**src/rtl/riscv_pkg.sv**
```systemverilog
// ============================================================================
// Package : riscv_pkg
// Brief   : Shared defaults, address-width helper and dump FSM encoding.
// Rev     : 1.0
// ============================================================================
`default_nettype none

package riscv_pkg;

    localparam int XLEN_DEF = 32;
    localparam int NREG_DEF = 32;

    function automatic int reg_aw(input int nreg);
        return $clog2(nreg);
    endfunction

    typedef enum logic [1:0] {
        IDLE = 2'd0,
        SCAN = 2'd1,
        DONE = 2'd2
    } dump_state_e;

endpackage

`default_nettype wire

```
**src/rtl/regfile_dump_fsm.sv**
```systemverilog
// ============================================================================
// Module  : regfile_dump_fsm
// Brief   : Sequences a full register-file readback, one word per accept.
// Rev     : 1.0
// ============================================================================
`default_nettype none

module regfile_dump_fsm
    import riscv_pkg::*;
#(
    parameter int NREG   = NREG_DEF,
    parameter int REG_AW = reg_aw(NREG)
) (
    input  logic              clk,
    input  logic              rst,
    input  logic              dump_start_i,
    input  logic              dump_ready_i,
    output logic              dump_valid_o,
    output logic [REG_AW-1:0] dump_addr_o,
    output logic              dump_busy_o,
    output logic              dump_done_o
);

    localparam logic [REG_AW-1:0] LAST_IDX = REG_AW'(NREG - 1);

    dump_state_e       state_q, state_d;
    logic [REG_AW-1:0] idx_q, idx_d;

    always_ff @(posedge clk or negedge rst) begin
        if (!rst) begin
            state_q <= IDLE;
            idx_q   <= '0;
        end else begin
            state_q <= state_d;
            idx_q   <= idx_d;
        end
    end

    always_comb begin
        state_d      = state_q;
        idx_d        = idx_q;
        dump_valid_o = 1'b0;
        dump_busy_o  = 1'b0;
        dump_done_o  = 1'b0;
        case (state_q)
            IDLE: begin
                if (dump_start_i) begin
                    state_d = SCAN;
                    idx_d   = '0;
                end
            end
            SCAN: begin
                dump_valid_o = 1'b1;
                dump_busy_o  = 1'b1;
                if (dump_ready_i) begin
                    if (idx_q == LAST_IDX) begin
                        state_d = DONE;
                    end else begin
                        idx_d = idx_q + REG_AW'(1);
                    end
                end
            end
            DONE: begin
                dump_busy_o = 1'b1;
                dump_done_o = 1'b1;
                state_d     = IDLE;
                // Park the index at 0 so an idle block shows address 0.
                idx_d       = '0;
            end
            default: begin
                state_d = IDLE;
                idx_d   = '0;
            end
        endcase
    end

    assign dump_addr_o = idx_q;

endmodule

`default_nettype wire

```
**src/rtl/regfile_dump.sv**
```systemverilog
// ============================================================================
// Module  : regfile_dump
// Brief   : Two-read/one-write register file (x0 hardwired to zero) with a
//           handshaked full-file dump port. Define REGFILE_BYPASS_EN to
//           forward same-cycle write data onto the read and dump ports.
// Rev     : 1.0
// ============================================================================
`default_nettype none

module regfile_dump
    import riscv_pkg::*;
#(
    parameter int XLEN   = XLEN_DEF,
    parameter int NREG   = NREG_DEF,
    parameter int REG_AW = reg_aw(NREG)
) (
    input  logic              clk,
    input  logic              rst,
    input  logic              we,
    input  logic [REG_AW-1:0] waddr,
    input  logic [XLEN-1:0]   wdata,
    input  logic [REG_AW-1:0] raddr1,
    input  logic [REG_AW-1:0] raddr2,
    output logic [XLEN-1:0]   rdata1,
    output logic [XLEN-1:0]   rdata2,
    input  logic              dump_start,
    output logic              dump_valid,
    input  logic              dump_ready,
    output logic [REG_AW-1:0] dump_addr,
    output logic [XLEN-1:0]   dump_data,
    output logic              dump_busy,
    output logic              dump_done
);

    logic [XLEN-1:0] regs_q [NREG];
    logic [XLEN-1:0] w_arr1, w_arr2, w_arrd;

    always_ff @(posedge clk or negedge rst) begin
        if (!rst) begin
            for (int i = 0; i < NREG; i++) begin
                regs_q[i] <= '0;
            end
        end else if (we && (waddr != '0)) begin
            regs_q[waddr] <= wdata;
        end
    end

    assign w_arr1 = (raddr1    == '0) ? '0 : regs_q[raddr1];
    assign w_arr2 = (raddr2    == '0) ? '0 : regs_q[raddr2];
    assign w_arrd = (dump_addr == '0) ? '0 : regs_q[dump_addr];

`ifdef REGFILE_BYPASS_EN
    assign rdata1    = (we && (waddr == raddr1)    && (raddr1    != '0)) ? wdata : w_arr1;
    assign rdata2    = (we && (waddr == raddr2)    && (raddr2    != '0)) ? wdata : w_arr2;
    assign dump_data = (we && (waddr == dump_addr) && (dump_addr != '0)) ? wdata : w_arrd;
`else
    assign rdata1    = w_arr1;
    assign rdata2    = w_arr2;
    assign dump_data = w_arrd;
`endif

    regfile_dump_fsm #(
        .NREG   (NREG),
        .REG_AW (REG_AW)
    ) u_fsm (
        .clk          (clk),
        .rst          (rst),
        .dump_start_i (dump_start),
        .dump_ready_i (dump_ready),
        .dump_valid_o (dump_valid),
        .dump_addr_o  (dump_addr),
        .dump_busy_o  (dump_busy),
        .dump_done_o  (dump_done)
    );

endmodule

`default_nettype wire

```
**config.mk**
```make
export PLATFORM = sky130hd
export DESIGN_NAME = regfile_dump
export DESIGN_NICKNAME = d
export VERILOG_FILES = /design/src/rtl/riscv_pkg.sv /design/src/rtl/regfile_dump_fsm.sv /design/src/rtl/regfile_dump.sv
export SDC_FILE = /design/constraint.sdc
export NUM_CORES = 2
export LEC_CHECK = 0
export CAP_MARGIN = 10
export CORE_MARGIN = 5
export CORE_UTILIZATION = 55
export DETAILED_ROUTE_END_ITERATION = 12
export GPL_TIMING_DRIVEN = 1
export PLACE_DENSITY = 0.7
export SLEW_MARGIN = 0
export SYNTH_ARGS = -nofsm -noshare
export SYNTH_HDL_FRONTEND = slang
export SYNTH_SLANG_ARGS = --single-unit
```
**constraint.sdc**
```tcl
create_clock -name clk -period 4.3 [get_ports clk]
set_input_delay 0.86 -clock clk [delete_from_list [all_inputs] [get_ports clk]]
set_output_delay 0.86 -clock clk [all_outputs]
set_load 0.03 [all_outputs]
```
==> results.txt <==
----------------------------------------------------
[Synth]
  Post-synthesis average cell area ... around 15 µm²
  Synthesized-area fraction occupied by ao, oa, aoi and oai cells ... between 3 and 4%
  Asr flop ratio synth ... 100%
  Gate Count Post-Synth ... ~4100
  Warnings, synthesis ... 0
  Main combinational cell family by area after synthesis ... multiplexers
  Fraction of the mapped netlist area in simple logic gates ... roughly 1.6%
  Area share of xor/xnor cells in the synthesized design ... 0%
  Mapped Area ... between 60000 and 70000 µm²
  Sequential cell area fraction in the yosys report ... about 41%
  Post-Syn Nets ... approximately 4000
  Number of synthesized register bits ... around 1000
  Portion of netlist area occupied by mux cells ... between 40% and 50%
  Commonest register cell after synthesis ... sky130_fd_sc_hd__dfrtp_1
  Arithmetic-cell share of the synthesized area counting full adders, half adders and majority gates ... less than 1%
  Cell variety after synth ... 45
  EDFF count, synth ... 0

[Critical path]
  CP Buf/Inv Count ... 6
  Maximum fanout along the worst path ... 10
  Crit-path cells ... inv_2, buf_4, ha_1, buf_4, nor2_1, buf_4, a22oi_1, nor2_1, a2111oi_2, buf_4, a221oi_2, buf_12
  Startpoint types ... flop
  Cell mode on critical path ... sky130_fd_sc_hd__buf_4
  Reg2Reg Depth ... 7
  Kind of capture point of the worst setup path ... output pin
  Critical path required time ... 3.44 ns
  Category of the critical setup timing path ... flop to output pin
  Worst path max stage delay ... between 0.5 and 0.6 ns
  Crit path max-delay family ... buffers and inverters
  CP arrival ... around 3.4 ns
  Worst reg2reg endpoint ... u_fsm.dump_addr_o[1]$_DFFE_PN0P_
  FF-to-FF setup slack ... roughly 1.3 ns
  Reg-to-reg startpoint ... u_fsm.dump_addr_o[2]$_DFFE_PN0P_
  Cell with the biggest individual delay on the critical path ... sky130_fd_sc_hd__dfrtp_4

[STA]
  Hold violation total from the final report ... 0
  Post-layout min period ... 4.30 ns
  Worst max-slew margin expressed relative to the limit ... 15.9%
  Count of final max-slew check failures ... 0
  Max Clock Freq ... 0.233 GHz
  Layout Skew ... approximately 0.015 ns
  Period utilization ... 99.9%
  Tightest Pin Transition ... 1.26 ns
  Unrepaired setup endpoints after global routing ... true
  Final setup violation count ... 0

[Finish]
  Fill cell total of the finished layout ... about 8000
  FF/Latch Area ... approximately 26000 µm²
  Final-stage net count ... roughly 4200
  Layout area overhead ... 15.3%
  Most common library cell in the layout ignoring fill and taps ... sky130_fd_sc_hd__dfrtp_1
  Area occupied by multi-input gates ... 35000 µm²
  Highest-count cells in the layout ignoring fill and taps ... 1026 x sky130_fd_sc_hd__dfrtp_1, 1003 x sky130_fd_sc_hd__mux2_2, 776 x sky130_fd_sc_hd__mux4_2
  Fin area ... 72300 µm²
  Ratio of cells with drive above 1 in the final layout ... around 58%

[Clock tree]
  Clock tree from TritonCTS ... done
  CTS root buffer ... sky130_fd_sc_hd__clkbuf_16
  TritonCTS Sinks ... approximately 1000
  H-tree Lvls ... 3
  Clock input transition at the sequential cells of the worst setup and hold paths ... about 0.070 ns
  Number of hold buffers added after cts ... 0
  Clock buffer depth ... 3
  Clock latency of the later-clocked register in the worst-skew pair ... 0.72 ns
  Total clock buffers created by CTS ... 113

[Floorplanning]
  I/O Pins ... around 160
  Die height ... 348 µm
  Die footprint ... around 120000 µm²
  DIE WIDTH ... about 350 µm
  Core Area ... between 100000 and 150000 µm²
  Site Rows ... 123
  Initial cell density of the core ... roughly 56%

[Outcome]
  Result of the run ... completed

[Route]
  Post-Route WL ... about 210 mm
  Overall via count from detail_route ... about 43000
  Detail Route Antenna Nets ... 0
  Number of vias per cell after detailed routing ... roughly 7.5
  DRC violations left ... 0
  Wire per inst ... between 30 and 40 µm
  First-pass iteration count of the detailed router ... 6
  First-iteration detailed-routing DRC count ... about 5400

[Global route]
  Antenna violations before repair ... 5
  GRT Resource Usage Total ... about a third
  Remaining global-route overflow ... 0
  Pin count of the biggest net entering global routing ... around 110
  Vias in the first global route ... around 43000
  Wire length of the first global-routing pass ... just over 300 mm

[Placed design]
  Routability congestion estimate from global placement ... between 0.8 and 0.9
  Quantity of I/O buffers inserted on ports ... ~160
  Post-detailed-placement cell area ... 67800 µm²
  DP Wirelength ... about 130 mm

[Power]
  Maximum resistive drop on vdd ... roughly 0.34 mV
  Lkg Pwr ... roughly 30 nW
  Power Dens Cells ... 496 nW/µm²
  Design Power ... 35.8 mW

[Job]
  Number of maximum-capacitance violations ... 0

[Min path]
  Path category of the worst min-delay check ... primary input to asynchronous set/reset pin

----------------------------------------------------
[repair_timing]
action	4_1_cts	5_1_grt
endpoints found under the setup margin	30	16
buffers inserted	5	0
resized for setup	39	13
pin swaps	1	0
endpoints found under the hold margin	0	0
gates cloned	2	1
[per-stage QoR]
stage	setup WS [ns]	std cells	hold WS, ns	util [%]	TNS [ns]
6_report	0.00416	5700	0.153	64.1	0
4_1_cts	-0.00361	5695	0.144	64.0	-0.00361
5_1_grt	-0.0562	5698	0.168	64.1	-0.152
3_5_place_dp	-0.0668	5476	0.405	60.1	-0.0668
2_1_floorplan	0.208	4057	0.458	-	0
3_3_place_gp	-0.102	5475	0.401	60.1	-0.102
[power breakdown]
group | switching [mW] | total, mW | internal [mW]
Sequential | 1.89 | 13.4 | 11.6
Clock | 4.27 | 10.8 | 6.50
Combinational | 4.98 | 11.6 | 6.66
[worst register-to-register path, stage by stage, from the launching register on]
cell	delay (ns)
sky130_fd_sc_hd__dfrtp_4	0.58
sky130_fd_sc_hd__buf_4	0.46
sky130_fd_sc_hd__buf_4	0.49
sky130_fd_sc_hd__and3_1	0.24
sky130_fd_sc_hd__ha_1	0.20
sky130_fd_sc_hd__inv_1	0.09
sky130_fd_sc_hd__o21ai_0	0.50
sky130_fd_sc_hd__a22o_1	0.31
[sequential cells by signal, indices dropped and copies added, names as in the netlist]
signal,count
regs_q,1024
u_fsm.dump_addr_o,5
u_fsm.state_q,2
[cells by family after synthesis]
family                   count (synthesis)
adder cells (fa/ha/maj)                  7
flip-flops                            1031
buffers and inverters                  503
multiplexers                          2022
AND/OR/NAND/NOR                        224
AO/OA/AOI/OAI                          270
[cell type report]
| type | count | share of cell area [%] |
|---|---|---|
| multi-input cells | 2523 | 48.4 |
| flip-flops and latches | 1031 | 35.7 |
| repair buffers | 420 | 7.47 |
| clock buffers | 151 | 4.56 |
| well taps | 1500 | 2.60 |
| clock inverters | 61 | 1.14 |
| inverters | 10 | 0.0519 |
| diodes | 4 | 0.0139 |
[how the worst max path moves through the flow]
stage,endpoint,slack [ns],cells after the start,start
final,dump_data[10],0.004,12,u_fsm.dump_addr_o[1]$_DFFE_PN0P_
after global placement,dump_data[10],-0.10,9,u_fsm.dump_addr_o[1]$_DFFE_PN0P_
after global routing,dump_data[10],-0.06,9,u_fsm.dump_addr_o[1]$_DFFE_PN0P_
after floorplan,dump_data[12],0.21,10,u_fsm.dump_addr_o[0]$_DFFE_PN0P_
after CTS,dump_data[29],-0.004,8,u_fsm.dump_addr_o[0]$_DFFE_PN0P_
after detailed placement,dump_data[10],-0.07,9,u_fsm.dump_addr_o[1]$_DFFE_PN0P_
[per-layer routing]
layer	GRT usage [%]	share of wire, %	vias to the layer above
met4	13.9	4.8	4
met3	9.65	12	547
li1	-	-	16400
met2	50.4	45	2890
met1	49.0	39	22900
met5	0	0.013	-
[synthesized netlist by cell type (9+ instances only)]
cell type,n,area [µm²]
sky130_fd_sc_hd__mux2i_1,243,2430
sky130_fd_sc_hd__a221oi_1,44,385
sky130_fd_sc_hd__mux2_2,1003,11300
sky130_fd_sc_hd__buf_4,31,233
sky130_fd_sc_hd__o22ai_1,9,56.3
sky130_fd_sc_hd__buf_1,66,248
sky130_fd_sc_hd__mux4_2,776,17500
sky130_fd_sc_hd__a22o_1,33,289
sky130_fd_sc_hd__o221ai_2,20,300
sky130_fd_sc_hd__buf_2,138,691
sky130_fd_sc_hd__buf_6,14,158
sky130_fd_sc_hd__dfrtp_1,1031,25800
sky130_fd_sc_hd__a21oi_1,36,180
sky130_fd_sc_hd__inv_1,9,33.8
sky130_fd_sc_hd__a221o_1,32,320
sky130_fd_sc_hd__o221ai_1,32,280
sky130_fd_sc_hd__nand2_1,52,195
sky130_fd_sc_hd__nor3_1,32,160
sky130_fd_sc_hd__and2_1,9,56.3
sky130_fd_sc_hd__a211oi_1,33,248
sky130_fd_sc_hd__nor2_1,98,368
sky130_fd_sc_hd__clkbuf_1,243,912
No activity file was read; power rests on OpenSTA's default activity.
